--- src/rtl/debounced_counter_8bit.sv ---
// debounced_counter_8bit
// Counts debounced presses of a raw mechanical push-button and presents the
// running total, modulo 256, as a registered 8-bit value.
//
// The button is synchronized through two flops. A press registers only after
// the synchronized level has disagreed with the debounced state for
// DEBOUNCE_CYCLES consecutive clocks. One agreeing cycle restarts that wait.
// The count increments only on a debounced 0->1 edge, so a held button
// counts once. A release never changes the count.

module debounced_counter_8bit #(
    parameter int unsigned DEBOUNCE_CYCLES = 1_000_000
) (
    input  logic       clock,
    input  logic       reset,
    input  logic       button,
    output logic [7:0] count
);

    localparam int unsigned DBC_W    = 24;
    localparam int unsigned COUNT_W  = 8;
    localparam logic [DBC_W-1:0] DBC_LAST = DBC_W'(DEBOUNCE_CYCLES - 1);

    logic               r_sync1;
    logic               r_sync2;
    logic               r_stable;
    logic [DBC_W-1:0]   r_dbc;
    logic [COUNT_W-1:0] r_count;

    logic w_disagree;
    logic w_window_done;
    logic w_press;

    // Decode the debounce decision for this cycle from the synchronized level.
    always_comb begin
        w_disagree    = (r_sync2 != r_stable);
        w_window_done = w_disagree && (r_dbc == DBC_LAST);
        w_press       = w_window_done && r_sync2;
    end

    // Two-flop synchronizer for the asynchronous button level.
    always_ff @(posedge clock) begin
        if (reset) begin
            r_sync1 <= 1'b0;
            r_sync2 <= 1'b0;
        end else begin
            r_sync1 <= button;
            r_sync2 <= r_sync1;
        end
    end

    // Debounce window: the stable level flips after N consecutive disagreeing cycles.
    always_ff @(posedge clock) begin
        if (reset) begin
            r_stable <= 1'b0;
            r_dbc    <= '0;
        end else if (!w_disagree) begin
            r_dbc <= '0;
        end else if (w_window_done) begin
            r_stable <= r_sync2;
            r_dbc    <= '0;
        end else begin
            r_dbc <= r_dbc + DBC_W'(1);
        end
    end

    // Press counter: one increment on the edge where the stable level rises.
    always_ff @(posedge clock) begin
        if (reset) begin
            r_count <= '0;
        end else if (w_press) begin
            r_count <= r_count + COUNT_W'(1);
        end
    end

    assign count = r_count;

endmodule

--- config.mk ---
export PLATFORM = sky130hd
export DESIGN_NAME = debounced_counter_8bit
export DESIGN_NICKNAME = d
export VERILOG_FILES = /design/src/rtl/debounced_counter_8bit.sv
export SDC_FILE = /design/constraint.sdc
export NUM_CORES = 1
export LEC_CHECK = 0
export ABC_AREA = 0
export CORE_UTILIZATION = 60
export CTS_BUF_LIST = sky130_fd_sc_hd__clkbuf_8 sky130_fd_sc_hd__clkbuf_16
export DETAILED_ROUTE_END_ITERATION = 10
export DONT_BUFFER_PORTS = 1
export PLACE_DENSITY = 0.72
export SYNTH_ARGS = -nofsm -noshare
export SYNTH_HDL_FRONTEND = slang
export SYNTH_SLANG_ARGS = --single-unit
--- constraint.sdc ---
create_clock -name clock -period 2 [get_ports clock]
set_input_delay 0.1 -clock clock [delete_from_list [all_inputs] [get_ports clock]]
set_output_delay 0.1 -clock clock [all_outputs]
set_load 0.01 [all_outputs]
==> results.sh <==
export IMPL_fillCellCount=213
export IMPL_worstSetupPathType="flop to flop"
export IMPL_cp_common_cell="nor4_2"
export IMPL_track_usage_pct=23.9
export IMPL_first_global_vias=1127
export IMPL_hold_viol_final=0
export IMPL_detail_route_antenna_nets=0
export IMPL_crit_fanout=8
export IMPL_wl_per_cell_um=14.5
export IMPL_finalWirelength_um=3200
export IMPL_max_freq_mhz=533
export IMPL_grt_pass1_wl_um=4980
export IMPL_yosysWarningCount=0
export IMPL_nets=197
export IMPL_cp_slowest_cell="nor4_2"
export IMPL_syn_to_final_growth_pct=7.92
export IMPL_power_density_mw_per_mm2=657
export IMPL_core_area_mm2=0.00252
export IMPL_die_width_um=54.3
export IMPL_clock_sinks=35
export IMPL_drt_initial_drc_count=27
export IMPL_syn_nets=191
export IMPL_end_kind="flop"
export IMPL_drc=0
export IMPL_antenna_found_initial=0
export IMPL_final_setup_skew_ns=0.00471
export IMPL_die_height_um=54.3
export IMPL_cts_tree="built"
export IMPL_critical_path_max_stage_delay_ns=0.38
export IMPL_whs_ns=0.0607
export IMPL_diodes=0
export IMPL_cts_path_max_buffers=2
export IMPL_place_gp_congestion=0.906
export IMPL_clkLatencyLatePin_ns=0.28
export IMPL_hp_class="input pin to flop"
export IMPL_cp_start_kind="flop"
export IMPL_grt_max_degree=25
export IMPL_syn_cell_area_mm2=0.00164
export IMPL_cts_setup_buffers=0
export IMPL_status="complete, no violations"
export IMPL_setup_violations_final=0
export IMPL_clockRootBuffer="clkbuf_8"
export IMPL_vias=1375
export IMPL_crit_required_ns=2.17
export IMPL_synth_seq_cells=35
export IMPL_layout_drive_gt1_share_pct=7.85
export IMPL_path_cells="nor4_2 -> nand3_1 -> nor4_2 -> mux2_2"
export IMPL_post_dp_hpwl_um=2210
export IMPL_path_clk_slew_ns=0.06
export IMPL_relSlewSlack_pct=72.1
export IMPL_cap_viol_max_count=0
export IMPL_fin_tns_setup_ns=0
export IMPL_period_minus_slack_ns=1.88
export IMPL_tightest_slew_ns=0.417
export IMPL_leakage_uw=0.000551
export IMPL_synth_distinct_cells=28
export IMPL_grt_overflow=0
export IMPL_start_util_pct=65.1
export IMPL_io_buffers=0
export IMPL_first_pass_iters=4
export IMPL_fin_crit_sh_pct=93.9
export IMPL_worstPathArrival_ns=2.05
export IMPL_numCtsBuffers=5
export IMPL_yosysSeqAreaShare_pct=42.7
export IMPL_synthCells=186
export IMPL_ctsHtreeMaxLevel=2
export IMPL_dieArea_mm2=0.00295
export IMPL_avgSynthCellArea_um2=8.83
export IMPL_irDropWorstVdd_mv=0.666
export IMPL_ioPinCount=11
export IMPL_final_max_slew_viol_count=0
export IMPL_rsz0062_at_grt="false"
export IMPL_row_count=18
export IMPL_vias_per_cell=6.22
-- worst paths after layout --
check,cells after the start,from,endpoint,slack (ns)
worst max-delay path,4,r_dbc[22],count[7],0.12
worst min register to register,1,r_sync1,r_sync2,0.47
worst max register to register,4,r_dbc[22],count[7],0.12
worst min-delay path,2,reset,count[7],0.06
-- sequential cells by signal, indices dropped and copies added (netlist names) --
name	cells
r_dbc	24
r_stable	1
count	8
r_sync1	1
r_sync2	1
-- layer usage --
layer | track usage [%] | up-vias | part of all wire, %
met5 | 0 | - | 0
met4 | 10.3 | 0 | 1.4
met3 | 7.22 | 6 | 4.7
met2 | 35.4 | 27 | 45
met1 | 31.7 | 641 | 49
li1 | - | 701 | -
-- critical path: cells and delay by family, from the launching register on --
kind          cells  cell delay, ns
mux               1            0.37
flops             1            0.35
simple gates      3            1.06
-- layout make-up --
type	count	area, um^2	share of cell area [%]
Sequential cell	35	701	39.5
Inverter	5	18.8	1.06
Timing Repair Buffer	6	50.0	2.82
Clock inverter	1	3.75	0.212
Clock buffer	5	68.8	3.88
Tap cell	30	37.5	2.12
Multi-Input combinational cell	139	893	50.4
-- Yosys cell counts (all sizes together) --
cell type	count	area, um^2
and3	6	37.5
and4bb	1	12.5
xnor2	5	43.8
nand2	7	26.3
or2	1	6.26
or3	8	50.1
inv	5	18.8
nor2b	4	25.0
nand3	12	60.1
or4	9	67.6
clkbuf	1	3.75
buf	6	32.5
o31ai	9	67.6
dfxtp	35	701
a21oi	16	80.1
xor2	10	87.6
nor2	19	71.3
nand4	12	96.3
and4	4	35.0
mux2	1	11.3
o21ai	8	40.0
nor4	5	43.8
ha	2	25.0
-- power by group --
part	internal, uW	switching, uW
sequential	700	1.76
combinational	6.16	9.75
clock	227	222
-- cell usage in the layout (no fill, tap or decap), types with 2 or more instances in the layout --
| master | count |
|---|---|
| a21oi_1 | 16 |
| and3_1 | 6 |
| and4_1 | 4 |
| buf_4 | 4 |
| clkbuf_8 | 5 |
| dfxtp_1 | 35 |
| dlygate4sd3_1 | 2 |
| ha_1 | 2 |
| inv_1 | 6 |
| nand2_1 | 7 |
| nand3_1 | 12 |
| nand4_1 | 10 |
| nor2_1 | 19 |
| nor2b_1 | 4 |
| nor4_1 | 2 |
| nor4_2 | 3 |
| o21ai_0 | 7 |
| o31ai_1 | 9 |
| or3_1 | 8 |
| or4_1 | 9 |
| xnor2_1 | 5 |
| xor2_1 | 10 |
-- cell families after synthesis --
kind of cell / count (synthesis) / synth area share [%]
simple gates: 88 / 32.4
fa+ha+maj: 2 / 1.52
xor+xnor: 15 / 8.00
mux: 1 / 0.685
flops: 35 / 42.7
compound gates: 33 / 11.4
buf+inv: 12 / 3.35
-- timing repair --
item                                    CTS  global route
endpoints found under the setup margin    0             1
resized for setup                         0             1
hold endpoints to repair                 10             0
hold buffers                              2             0
-- stage by stage --
step / power [uW] / utilization (%) / setup WS (ns) / instance area, um^2 / cells
detailed placement: 727 / 66.4 / 0.0962 / 1670 / 213
CTS: 1180 / 70.0 / 0.0851 / 1770 / 221
finish: 1170 / 70.3 / 0.122 / 1770 / 221
floorplan: 726 / - / 0.350 / 1640 / 186
global placement: 726 / 66.4 / 0.168 / 1670 / 213
global route: 1200 / 70.3 / 0.0315 / 1770 / 221
(Power assumes the default switching activity.)
